`config.mk`:
```
export PLATFORM = sky130hd
export DESIGN_NAME = pwm_deadtime_gen
export DESIGN_NICKNAME = d
export VERILOG_FILES = /design/src/rtl/pwm_deadtime_gen.sv
export SDC_FILE = /design/constraint.sdc
export NUM_CORES = 1
export LEC_CHECK = 0
export ABC_AREA = 1
export BUFFER_PORTS_ARGS = -buffer_cell sky130_fd_sc_hd__buf_4
export CAP_MARGIN = 20
export CORE_MARGIN = 2
export CORE_UTILIZATION = 35
export CTS_CLUSTER_SIZE = 16
export DETAILED_ROUTE_END_ITERATION = 6
export SKIP_LAST_GASP = 1
export SYNTH_ARGS = -nofsm -noshare
export SYNTH_HDL_FRONTEND = slang
export SYNTH_SLANG_ARGS = --single-unit
```
`constraint.sdc`:
```
create_clock -name clk -period 2 [get_ports clk]
set_input_delay 0 -clock clk [delete_from_list [all_inputs] [get_ports clk]]
set_output_delay 0 -clock clk [all_outputs]
set_load 0.1 [all_outputs]
```
`src/rtl/pwm_deadtime_gen.sv`:
```
// Complementary PWM pair with programmable dead time, driven from an external
// 8-bit counter; duty updates are double-buffered and applied only at the wrap.
module pwm_deadtime_gen #(
  parameter int unsigned DEADTIME  = 2,
  parameter logic [7:0]  DUTY_INIT = 8'h80
) (
  input  logic       clk,
  input  logic       reset,
  input  logic       cnt_en,
  input  logic [7:0] count,
  input  logic       tc,
  input  logic       out_en,
  input  logic [7:0] duty_in,
  input  logic       duty_valid,
  output logic       duty_ready,
  output logic [7:0] duty_active,
  output logic       update_ack,
  output logic       pwm_h,
  output logic       pwm_l
);

  localparam logic [7:0] DT_LAST = 8'(DEADTIME - 1);

  typedef enum logic [1:0] {OFF, H_ON, L_ON} state_t;

  state_t     st;
  state_t     st_nxt;
  logic [7:0] dt_cnt;
  logic [7:0] dt_nxt;
  logic [7:0] pending;
  logic       pend_flag;
  logic       boundary;
  logic       accept;
  logic       raw;

  assign boundary   = tc & cnt_en;
  assign duty_ready = ~pend_flag;
  assign accept     = duty_valid & ~pend_flag;
  assign raw        = (count < duty_active);

  // Single-entry pending slot; the flag alone marks it full, so the data needs no reset.
  always_ff @(posedge clk) begin
    if (accept) begin
      pending <= duty_in;
    end
  end

  always_ff @(posedge clk or posedge reset) begin
    if (reset) begin
      duty_active <= DUTY_INIT;
      pend_flag   <= 1'b0;
      update_ack  <= 1'b0;
    end else begin
      update_ack <= boundary & pend_flag;
      if (boundary && pend_flag) begin
        duty_active <= pending;
        pend_flag   <= 1'b0;
      end else if (accept) begin
        pend_flag <= 1'b1;
      end
    end
  end

  always_ff @(posedge clk or posedge reset) begin
    if (reset) begin
      st     <= OFF;
      dt_cnt <= 8'd0;
    end else begin
      st     <= st_nxt;
      dt_cnt <= dt_nxt;
    end
  end

  // The side chosen at dead-time expiry follows raw at that cycle; dt does not restart.
  always_comb begin
    st_nxt = st;
    dt_nxt = dt_cnt;
    case (st)
      OFF: begin
        if (!out_en) begin
          dt_nxt = 8'd0;
        end else if (dt_cnt == DT_LAST) begin
          st_nxt = raw ? H_ON : L_ON;
        end else begin
          dt_nxt = dt_cnt + 8'd1;
        end
      end
      H_ON: begin
        if (!raw || !out_en) begin
          st_nxt = OFF;
          dt_nxt = 8'd0;
        end
      end
      L_ON: begin
        if (raw || !out_en) begin
          st_nxt = OFF;
          dt_nxt = 8'd0;
        end
      end
      default: begin
        st_nxt = OFF;
        dt_nxt = 8'd0;
      end
    endcase
  end

  assign pwm_h = (st == H_ON);
  assign pwm_l = (st == L_ON);

endmodule
```
# Word level (Yosys, flattened, before mapping)
# Index checks and enable logic that the tools add are counted.
totals:
  ram_bits: 0
  wordCells: 42
  latch_bits: 0
  regBits: 28
  n_memories: 0
  in_bits: 22
  mem_bits_ro: 0
  output_inout_bits: 12
op_classes:
  order_cmp: 1
  mux: 13
  shift: 0
  n_reduce_logical: 9
  n_eq_ne: 8
  n_mul: 0
  n_div: 0
  add_sub_neg: 1
  n_bitwise: 4
op_table:
  columns: ["cell", "count"]
  rows:
  - ["8-bit 2-to-1 mux", 4]
  - ["8-bit one-hot mux with 3 select lines", 1]
  - ["2-bit 2-to-1 mux", 5]
  - ["8-bit by 1-bit adder with 8-bit output, second input constant", 1]
  - ["8-bit by 1-bit == test with 1-bit output, second input constant", 1]
  - ["8-bit less-than comparator", 1]
  - ["2-bit one-hot mux with 3 select lines", 1]
  - ["2-bit by 1-bit inequality test with 1-bit output, second input constant", 2]
  - ["2-bit inequality test, second input constant", 2]
  - ["4-bit AND reduction", 1]
  - ["1-bit bitwise AND", 3]
  - ["3-bit inequality test, second input constant", 1]
  - ["3-bit AND reduction", 1]
  - ["2-bit by 1-bit == test with 1-bit output, second input constant", 1]
  - ["2-bit == test, second input constant", 1]
  - ["1-bit zero test", 2]
  - ["2-bit zero test", 1]
  - ["1-bit logical OR", 2]
  - ["1-bit 2-to-1 mux", 2]
  - ["2-bit nonzero test", 1]
  - ["1-bit logical AND", 1]
  - ["1-bit inverter", 1]

# Longest topological paths before layout
# Gate-level depths: netlist (run 1).
depth:
  word_depth: 5
  mapped_depth: 12
  mapped_depth_nobuf: 12

# Least setup slack after synthesis (run 1)
# Ideal clock, no wire load.
synth_path:
  path_kind: "flip-flop to flip-flop"
  start: "register duty_active[3]"
  end: "register dt_cnt[6]"
  path_buffers: 0
  slack_ps: -113
  setup_time_ps: 120
  path_stages_with_launch: 11
  period_less_slack_ps: 2113
  arrival_ps: 1993
  required_ps: 1880
  cell_sequence: "dfrtp_1 > inv_1 > ha_1 > a21oi_1 > nand2_2 > nand2_4 > nand2_4 > nand2_4 > nand3_4 > nand2_1 > nand2_1"
synth_between:
  elab_chain_cells: 5
  word_cells_on_any_way: 7
  classes_between: "1 x order compare; 2 x eq/ne; 4 x reduce/logical"
synth_rtl:
  columns: ["element", "line", "text"]
  rows:
  - ["start: declaration", "16", "output logic [7:0] duty_active,"]
  - ["start signal: assignment", "56", "duty_active <= pending;"]
  - ["8-bit less-than comparator *", "39", "assign raw = (count < duty_active);"]
  - ["1-bit zero test", "89", "if (!raw || !out_en) begin"]
  - ["1-bit logical OR", "89", null]
  - ["2-bit by 1-bit inequality test with 1-bit output (no line)", null, null]
  - ["3-bit AND reduction (no line) *", null, null]
  - ["end signal: assignment", "70", "dt_cnt <= dt_nxt;"]
  - ["end: declaration", "28", "logic [7:0] dt_cnt;"]
# Every way passes the cells marked *; elsewhere a longest branch is shown, timed or not.
# A chain may end at the register's enable or synchronous reset.

# Final worst setup path (run 1)
layout_path:
  start: "register duty_active[7]"
  end: "register dt_cnt[2]"
# The elaborated chain is that of the path after synthesis.

==> results.ini, run 1 <==
[placed_design]
place_area_mm2 = 0.00178
gp_congestion = 0.805
place_ws_ns = 0.194
placed_cells = 243
portBuffers = 33
hpwl_um = 2120

[global_route]
antenna_found_initial = 0
grt_pass1_vias = 1143
gr-total-overflow = 0
grt_max_degree = 21
track_usage_pct = 14.1
grt_pass1_wl_um = 4970

[synthesis]
synth_commonest_cells = 41 x nand2_1, 24 x inv_1, 19 x dfrtp_1
netlist_area_mm2 = 0.00146
ys_warn_count = 0
synth_most_common_cell = nand2_1
syn_avg_cell_area_um2 = 9.09
synth_seq_cells = 28
syn_inst = 161
ys.flop_type = dfrtp_1
synthTopCellsByArea = dfrtp_1 32%, edfxtp_1 16%, nand2_1 11%
syn-num-nets = 192
synthDistinctLibCells = 25
yosysTopAreaCell = dfrtp_1
synth_top_area_share_pct = 32.5
synth_edf_count = 8
synthArstFlopShare_pct = 71.4
synth_seq_area_share_pct = 50.7

[sta]
tns_ns = 0
fin_crit_sh_pct = 90.7
setup-violations-final = 0
maxSlewHeadroom_pct = 47.2
setup_ws_ns = 0.186
worst_pin_slew_ns = 0.791
rsz0062_at_grt = false
hold_viol_final = 0
max_freq_ghz = 0.551
period_minus_slack_ns = 1.81
report.final.slew_viol_count = 0
worst_clock_skew_ns = 0.00292

[drt]
route.detailed.wl_per_inst_um = 11.1
num_vias = 1163
drc = 0
drtPass1Iterations = 4
antenna_left = 0
dr.first_iter.drc_count = 40
wirelength_um = 2860
avgViaCountPerCell = 4.53

[clock_network]
cts_root_buf = clkbuf_8
ctsHtreeMaxLevel = 1
cts_setup_buffers = 0
cts_buffers = 3
clk_latency_ns = 0.27
path_clk_slew_ns = 0.10
clock_path_buffers = 2
postCtsHoldBufs = 10
cts_tree = yes
cts_resized = 0
cts.sinks = 28

[finish]
fill_cells = 389
drive_gt1_share_pct = 30.4
fin_area_mm2 = 0.00195
syn2layout_area_growth_pct = 33.3
n_antenna_cell = 0
stdcell_count = 257
ff_latch_area_um2 = 753
final_nets = 239
multi_input_area_um2 = 612

[critical_path]
crit_arrival_ns = 1.99
critPathKind = reg -> reg
critPathMaxFanout = 8
cp.required_ns = 2.17
start_kind = flop
worst_setup_path_end_kind = flop
r2r-start = duty_active[7]$_DFFE_PP1P_
r2r_setup_slack_ns = 0.19
crit_start = duty_active[7]$_DFFE_PP1P_
r2r_end = dt_cnt[2]$_DFFE_PP0P_
worstRegToRegCells = 9

[power]
p_leak_nw = 0.980
max-vdd-ir-drop_uv = 404
power.density_mw_per_mm2 = 1030

[worst_hold_path]
hp-start = out_en
whs_path_depth = 3
min_to = st[1]$_DFFE_PP0P_
hp-class = in -> reg

[floorplanning]
die_h_um = 68.7
initial_utilization_pct = 36.6
pin_count = 34
core_area_mm2 = 0.00400
rows = 23
die_w_um = 68.7
dieArea_mm2 = 0.00472

[outcome]
status = completed

[run]
drv_cap = 0

==> registers in the layout, summed over array words and instances, names as in the netlist <==
register     count
pending          8
pend_flag        1
update_ack       1
duty_active      8
dt_cnt           8
st               2
==> metrics by stage <==
| stage | hold WS (ns) | total power [mW] | utilization (%) |
|---|---|---|---|
| 6_report | 0.00297 | 2.00 | 48.8 |
| 5_1_grt | 0.0213 | 2.13 | 48.8 |
| 4_1_cts | 0.00246 | 2.02 | 48.8 |
| 3_5_place_dp | 0.179 | 1.56 | 44.5 |
| 3_3_place_gp | 0.178 | 1.55 | 44.5 |
| 2_1_floorplan | -0.0373 | 1.37 | - |
==> report_power, final <==
part	switching (mW)	internal (mW)	total (mW)
Combinational	0.589	0.232	0.820
Clock	0.178	0.268	0.446
Sequential	0.0684	0.670	0.738
==> logic make-up (layout without fill, tap and decap cells) <==
group | Yosys count | after routing | share of synthesized area, %
xor gates and xnor gates | 1 | 1 | 0.598
buffers and inverters | 29 | 75 | 7.52
and+or+nand+nor | 75 | 75 | 26.2
AOI/OAI and AO/OA | 19 | 19 | 7.26
DFF | 28 | 28 | 50.7
adders and majority gates | 9 | 9 | 7.69
==> routing by layer <==
metal | wire (um) | global-route usage [%]
met2 | 1360 | 23.0
met3 | 130 | 2.44
met4 | 30 | 3.75
met5 | 0 | 0
met1 | 1340 | 19.3
==> cell usage in the layout (no fill, tap or decap) <==
master          n
o21ai_0        11
buf_4          33
nand2_1        41
nand3_1         8
nor2_1          8
dlygate4sd3_1  10
nand4_1         4
nor2_2          3
xnor2_1         1
o21ai_1         1
clkbuf_8        3
dfrtp_2         6
a21oi_1         4
edfxtp_1        8
inv_1          24
o2111ai_1       1
dfrtp_1        13
nand2_4         3
and3_1          1
inv_2           4
nand3_4         2
nor3_2          1
o21ai_2         1
ha_1            9
nand2_2         3
nand4_2         1
bufinv_16       1
dfstp_4         1
o21a_2          1
==> worst max path at each step <==
stage                                        to  slack [ns]  depth (start not counted)
final                     dt_cnt[2]$_DFFE_PP0P_        0.19                          9
after CTS                 dt_cnt[2]$_DFFE_PP0P_        0.17                          9
after global placement    dt_cnt[6]$_DFFE_PP0P_        0.23                          9
after global routing      dt_cnt[4]$_DFFE_PP0P_        0.04                          9
after detailed placement  dt_cnt[2]$_DFFE_PP0P_        0.19                          9
after floorplan           dt_cnt[6]$_DFFE_PP0P_        0.07                          9
==> worst max-delay path, cell delays in order (launching register included) <==
cell,delay [ns]
dfstp_4,0.63
inv_1,0.05
ha_1,0.28
a21oi_1,0.15
o21a_2,0.21
nand2_4,0.07
nand2_4,0.08
nand3_4,0.11
nand2_1,0.09
nand2_1,0.05
==> final cells by class <==
| type | instances | share of cell area, % |
|---|---|---|
| multi-input combinational | 104 | 31.3 |
| clock buffer | 3 | 2.12 |
| tap | 50 | 3.21 |
| timing repair buffer | 43 | 17.8 |
| clock inverter | 1 | 1.54 |
| inverter | 28 | 5.38 |
| sequential | 28 | 38.6 |
Note: power is estimated with default switching activity, not from simulation.
==> run 2, diff against run 1 <==
==> constraint.sdc (replaced) <==
create_clock -name clk -period 1.7 [get_ports clk]
set_input_delay 0 -clock clk [delete_from_list [all_inputs] [get_ports clk]]
set_output_delay 0 -clock clk [all_outputs]
set_load 0.1 [all_outputs]
==> run 2 against run 1 <==
The flow now finishes with violations (negative setup slack). Non-clock buffer count up 5. Clock power increased by 19%. Die area unchanged. Setup slack worse by 0.19 ns. Combinational power grew 28%. Clock skew is 0.0017 ns higher. Via count rose by 2.8%. Sequential cell count unchanged. Register-to-register slack got worse by 0.19 ns. Count of clock-buffer cells in the layout unchanged. Power grew 23%. Final cell count is 1.9% higher. Highest routed layer unchanged.
==> results.ini, run 2 (synthesized netlist as in run 1, its figures left out) <==
[floorplanning]
core_area_mm2 = 0.00400  ; unchanged
die_w_um = 68.7  ; unchanged
die_h_um = 68.7  ; unchanged
dieArea_mm2 = 0.00472  ; unchanged
initial_utilization_pct = 36.6  ; unchanged
rows = 23  ; unchanged
pin_count = 34  ; unchanged

[global_route]
gr-total-overflow = 0  ; unchanged
grt_pass1_wl_um = 5150  ; +3.7%
grt_max_degree = 21  ; unchanged
track_usage_pct = 15.0  ; +0.91 points
grt_pass1_vias = 1191  ; +4.2%
antenna_found_initial = 0  ; unchanged

[drt]
wirelength_um = 3030  ; +6.0%
wl_met1_um = 1350  ; +0.52%
met3_length_um = 142  ; +9.2%
antenna_left = 0  ; unchanged
num_vias = 1195  ; +2.8%
wl_met2_um = 1490  ; +9.3%
dr.first_iter.drc_count = 31  ; -23%
route.detailed.wl_per_inst_um = 11.6  ; +4.0%
top_layer_used = met4
drc = 0  ; unchanged
avgViaCountPerCell = 4.56  ; +0.79%
drtPass1Iterations = 4  ; unchanged

[finish]
mostFrequentLayoutCells = 40 x nand2_1, 37 x buf_4, 23 x inv_1
stdcell_count = 262  ; +1.9%
final_common_cell = nand2_1
fin_area_mm2 = 0.00205  ; +5.0%
n_antenna_cell = 0  ; unchanged
final_util_pct = 51.2  ; +2.4 points
reg_top3 = dt_cnt x8, duty_active x8, pending x8
final_nets = 244  ; +2.1%
drive_gt1_share_pct = 34.0  ; +3.5 points
syn2layout_area_growth_pct = 40.0

[sta]
hold_viol_final = 0  ; unchanged
setup_ws_ns = -0.00859  ; -0.194 ns
tns_ns = -0.0140  ; -0.0140 ns
max_freq_ghz = 0.585  ; +6.2%
rsz0062_at_grt = true
setup-violations-final = 3  ; +3
worst_pin_slew_ns = 0.395  ; -0.396 ns
worst_clock_skew_ns = 0.00464  ; +0.00171 ns
report.final.slew_viol_count = 0  ; unchanged
maxSlewHeadroom_pct = 73.7  ; +26 points
fin_crit_sh_pct = 101  ; +9.8 points
period_minus_slack_ns = 1.71  ; -0.106 ns

[critical_path]
cp.required_ns = 1.88  ; -0.29 ns
start_kind = flop
r2r_setup_slack_ns = -0.009  ; -0.19 ns
critPathKind = reg -> reg
critPathMaxFanout = 8  ; unchanged
r2r_end = dt_cnt[5]$_DFFE_PP0P_
crit_arrival_ns = 1.89  ; -0.10 ns
r2r-start = duty_active[7]$_DFFE_PP1P_
slowest_delay_ns = 0.64  ; about the same
worst_setup_path_end_kind = flop
worstRegToRegCells = 9  ; unchanged
cpMaxStageDelayCell = dfstp_4
crit_chain = inv_4 -> ha_4 -> a21oi_4 -> o21a_4 -> nand2_4 -> nand2_4 -> nand3_4 -> nand2_1 -> nand2_1

[clock_network]
cts_tree = yes
ctsHtreeMaxLevel = 1  ; unchanged
cts.sinks = 28  ; unchanged
clock_path_buffers = 2  ; unchanged
clk_latency_ns = 0.28  ; about the same
path_clk_slew_ns = 0.10  ; about the same
cts_root_buf = clkbuf_8
cts_buffers = 3  ; unchanged

[worst_hold_path]
whs_path_depth = 4  ; +1
hp-start = cnt_en
min_to = duty_active[0]$_DFFE_PP0P_
hp-class = in -> reg

[placed_design]
gp_congestion = 0.788  ; -2.1%
hpwl_um = 2270  ; +7.2%
portBuffers = 33  ; unchanged
placed_cells = 245  ; +0.82%
place_area_mm2 = 0.00184  ; +3.5%

[run]
drv_cap = 0  ; unchanged

[power]
max-vdd-ir-drop_uv = 513  ; +27%
power_mw = 2.46  ; +23%
power.density_mw_per_mm2 = 1200  ; +17%
p_leak_nw = 1.01  ; +3.3%

[outcome]
status = finished with violations
violations = negative setup slack

[run 2: timing repair]
| item | CTS | global route |
|---|---|---|
| gates resized for setup | 2 | 0 |
| endpoints found under the hold margin | 29 | 0 |
| setup buffers | 2 | 0 |
| endpoints found under the setup margin | 8 | 8 |
| hold buffers | 11 | 0 |
| pin swaps | 1 | 0 |
[run 2: report_power, final]
part	switching [mW]	total [mW]	internal (mW)
registers	0.0831	0.875	0.792
clock network	0.215	0.530	0.316
logic	0.730	1.05	0.324
[run 2: area by class of cell]
cell class	instances	area, um2
Inverter	28	108
Multi-Input combinational cell	104	662
Timing Repair Buffer	48	388
Fill cell	375	1950
Tap cell	50	62.6
Clock inverter	1	30.0
Sequential cell	28	758
Clock buffer	3	41.3
[run 2: worst max path at each step]
stage	start	end	slack, ns	depth (start not counted)
finish	duty_active[7]$_DFFE_PP1P_	dt_cnt[5]$_DFFE_PP0P_	-0.009	9
global route	duty_active[7]$_DFFE_PP1P_	dt_cnt[7]$_DFFE_PP0P_	-0.1	9
CTS	duty_active[7]$_DFFE_PP1P_	dt_cnt[5]$_DFFE_PP0P_	-0.009	9
detailed placement	duty_active[7]$_DFFE_PP1P_	dt_cnt[6]$_DFFE_PP0P_	-0.01	9
global placement	duty_active[7]$_DFFE_PP1P_	dt_cnt[0]$_DFFE_PP0P_	0.02	9
floorplan	duty_active[7]$_DFFE_PP1P_	dt_cnt[6]$_DFFE_PP0P_	-0.11	9
[run 2: metrics by stage]
step / hold slack, ns / setup WS (ns)
5_1_grt: 0.0760 / -0.0960
4_1_cts: 0.0352 / -0.00906
3_5_place_dp: 0.0557 / -0.0117
2_1_floorplan: -0.0372 / -0.114
6_report: 0.0462 / -0.00859
3_3_place_gp: 0.0515 / 0.0221
[run 2: layer usage]
metal | global-route usage, % | vias up
met5 | 0 | -
met4 | 7.00 | 0
met3 | 3.08 | 4
met2 | 25.0 | 28
met1 | 18.4 | 545
li1 | - | 618
[run 2: critical path: cells and delay by family, from the launching register on]
kind,cells,cell delay [ns]
flops,1,0.64
simple gates,5,0.39
compound gates,2,0.31
fa+ha+maj,1,0.23
buf+inv,1,0.04
==> run 3, diff against run 2 <==
--- a/config.mk
+++ b/config.mk
@@ -6,12 +6,13 @@
 export NUM_CORES = 1
 export LEC_CHECK = 0
 export ABC_AREA = 1
-export BUFFER_PORTS_ARGS = -buffer_cell sky130_fd_sc_hd__buf_4
 export CAP_MARGIN = 20
-export CORE_MARGIN = 2
-export CORE_UTILIZATION = 35
+export CORE_MARGIN = 10
+export CORE_UTILIZATION = 61
 export CTS_CLUSTER_SIZE = 16
 export DETAILED_ROUTE_END_ITERATION = 6
+export DONT_BUFFER_PORTS = 1
+export PLACE_DENSITY = 0.77
 export SKIP_LAST_GASP = 1
 export SYNTH_ARGS = -nofsm -noshare
 export SYNTH_HDL_FRONTEND = slang
==> run 3 against run 2 <==
The flow still finishes with violations (negative setup slack). Routed wire length is 15% higher. Clock power shrank 15%. Power fell by 4.0%. Maximum frequency is 0.16% lower. Count of clock-buffer cells in the layout is the same. Sequential cell count unchanged. Global-route usage rose by 1.2 points.
==> results.ini, run 3 (synthesized netlist as in run 1, its figures left out) <==
[clock_network]
cts_buffers = 3  ; unchanged
cts.sinks = 28  ; unchanged
path_clk_slew_ns = 0.16  ; +0.06 ns
clock_path_buffers = 2  ; unchanged
clk_latency_ns = 0.34  ; +0.06 ns
ctsHtreeMaxLevel = 1  ; unchanged
cts_root_buf = clkbuf_4
cts_tree = yes

[sta]
rsz0062_at_grt = true
setup_ws_ns = -0.0113  ; -0.00273 ns
max_freq_ghz = 0.584  ; -0.16%
report.final.slew_viol_count = 0  ; unchanged
worst_pin_slew_ns = 0.770  ; +0.375 ns
setup-violations-final = 6  ; +3
maxSlewHeadroom_pct = 48.6  ; -25 points
fin_crit_sh_pct = 101  ; +0.16 points
period_minus_slack_ns = 1.71  ; +0.00273 ns
hold_viol_final = 0  ; unchanged
worst_clock_skew_ns = 0.00971  ; +0.00507 ns

[global_route]
antenna_found_initial = 0  ; unchanged
grt_pass1_vias = 1306  ; +9.7%
track_usage_pct = 16.2  ; +1.2 points
gr-total-overflow = 0  ; unchanged
grt_max_degree = 21  ; unchanged
grt_pass1_wl_um = 5780  ; +12%

[placed_design]
place_ws_ns = -0.00408  ; +0.00760 ns
hpwl_um = 2480  ; +9.4%
portBuffers = 0  ; -100%
gp_congestion = 0.825  ; +4.7%

[finish]
n_antenna_cell = 0  ; unchanged
fill_cells = 138  ; -63%
multi_input_area_um2 = 661  ; -0.19%
final_common_cell = nand2_1
syn2layout_area_growth_pct = 27.0
mostFrequentLayoutCells = 40 x nand2_1, 23 x inv_1, 14 x dlygate4sd3_1, 14 x buf_4, 13 x dfrtp_1
ff_latch_area_um2 = 758  ; unchanged
reg_top3 = dt_cnt x8, duty_active x8, pending x8
final_nets = 224  ; -8.2%
drive_gt1_share_pct = 26.6  ; -7.4 points

[critical_path]
r2r_end = dt_cnt[3]$_DFFE_PP0P_
critPathMaxFanout = 8  ; unchanged
crit_chain = inv_4 -> ha_4 -> a21oi_2 -> o21a_4 -> nand2_4 -> nand2_4 -> nand3_4 -> nand2_1 -> nand2_1
crit_arrival_ns = 1.96  ; +0.07 ns
crit_start = duty_active[7]$_DFFE_PP1P_
worst_setup_path_end_kind = flop
cp.required_ns = 1.95  ; +0.07 ns
slowest_delay_ns = 0.66  ; +0.02 ns
worstRegToRegCells = 9  ; unchanged
crit_family = flip-flops
cp.buffers_inverters = 1  ; unchanged
critPathKind = reg -> reg
r2r-start = duty_active[7]$_DFFE_PP1P_
start_kind = flop
r2r_setup_slack_ns = -0.01  ; about the same
cpMaxStageDelayCell = dfstp_4

[power]
power.density_mw_per_mm2 = 1270  ; +5.8%
p_leak_nw = 0.904  ; -11%
power_mw = 2.36  ; -4.0%
max-vdd-ir-drop_uv = 936  ; +82%

[floorplanning]
dieArea_mm2 = 0.00476  ; +0.93%
pin_count = 34  ; unchanged
initial_utilization_pct = 64.9  ; +28 points
core_area_mm2 = 0.00225  ; -44%
die_w_um = 69.0  ; +0.47%
rows = 17  ; -26%
die_h_um = 69.0  ; +0.47%

[drt]
dr.first_iter.drc_count = 91  ; +190%
route.detailed.wl_per_inst_um = 15.9  ; +37%
num_vias = 1213  ; +1.5%
avgViaCountPerCell = 5.51  ; +21%
antenna_left = 0  ; unchanged
drc = 0  ; unchanged
drtPass1Iterations = 4  ; unchanged
wirelength_um = 3500  ; +15%

[worst_hold_path]
hp-class = in -> reg
hp-start = out_en
min_to = st[0]$_DFFE_PP0P_
whs_path_depth = 4  ; unchanged

[outcome]
violations = negative setup slack
status = finished with violations

[run]
drv_cap = 0  ; unchanged

[run 3: cell types whose count changed in the layout (fill, tap and decap cells not counted)]
cell and change:
dlygate4sd3_1 +3, a21oi_1 -1, a21oi_4 -1, buf_4 -23, nor2_1 -1, a21oi_2 +2, clkbuf_8 -3, clkbuf_4 +3
nor2_2 +1
[run 3: worst max-delay path by stage]
stage,to,slack (ns),depth (start not counted)
after CTS,dt_cnt[0]$_DFFE_PP0P_,-0.02,9
after detailed placement,dt_cnt[1]$_DFFE_PP0P_,-0.004,9
after floorplan,dt_cnt[6]$_DFFE_PP0P_,-0.11,9
after global placement,dt_cnt[2]$_DFFE_PP0P_,0.06,9
final,dt_cnt[3]$_DFFE_PP0P_,-0.01,9
after global routing,dt_cnt[0]$_DFFE_PP0P_,-0.12,9
[run 3: area by class of cell]
type / count / share of cell area, %
repair buffers: 28 / 13.2
well taps: 28 / 1.88
multi-input cells: 104 / 35.5
flip-flops and latches: 28 / 40.8
inverters: 28 / 5.79
clock inverters: 1 / 1.62
clock buffers: 3 / 1.21
[run 3: timing repair]
action                     in CTS  in global routing
hold endpoints to repair       38                  0
gates resized for setup         1                  1
pin swaps                       1                  1
setup buffers                   1                  0
hold buffers                   14                  0
setup endpoints to repair       8                  9
[run 3: worst reg2reg max path, stage by stage (launching register included)]
cell	delay, ns
dfstp_4	0.66
inv_4	0.04
ha_4	0.22
a21oi_2	0.13
o21a_4	0.18
nand2_4	0.06
nand2_4	0.08
nand3_4	0.11
nand2_1	0.09
nand2_1	0.05
[run 3: metal layers]
layer	vias to the layer above	track usage, %	wire length (um)
met2	38	30.9	1890
met5	-	0	0
li1	583	-	-
met1	585	16.6	1320
met4	0	5.91	61
met3	7	3.86	223
[run 3: report_power, final]
part	switching, mW	internal (mW)
Clock	0.211	0.239
Sequential	0.0845	0.792
Combinational	0.745	0.290
Total	1.04	1.32
[run 3: per-stage QoR]
stage           TNS, ns  hold slack [ns]  util, %  instances  area, um2
2_1_floorplan    -0.987          -0.0372        -        161       1520
3_3_place_gp          0           0.0635     73.3        201       1650
3_5_place_dp   -0.00408           0.0702     73.3        201       1650
4_1_cts         -0.0863           0.0699     82.3        220       1860
5_1_grt          -0.884            0.103     82.5        220       1860
6_report        -0.0500           0.0777     82.5        220       1860
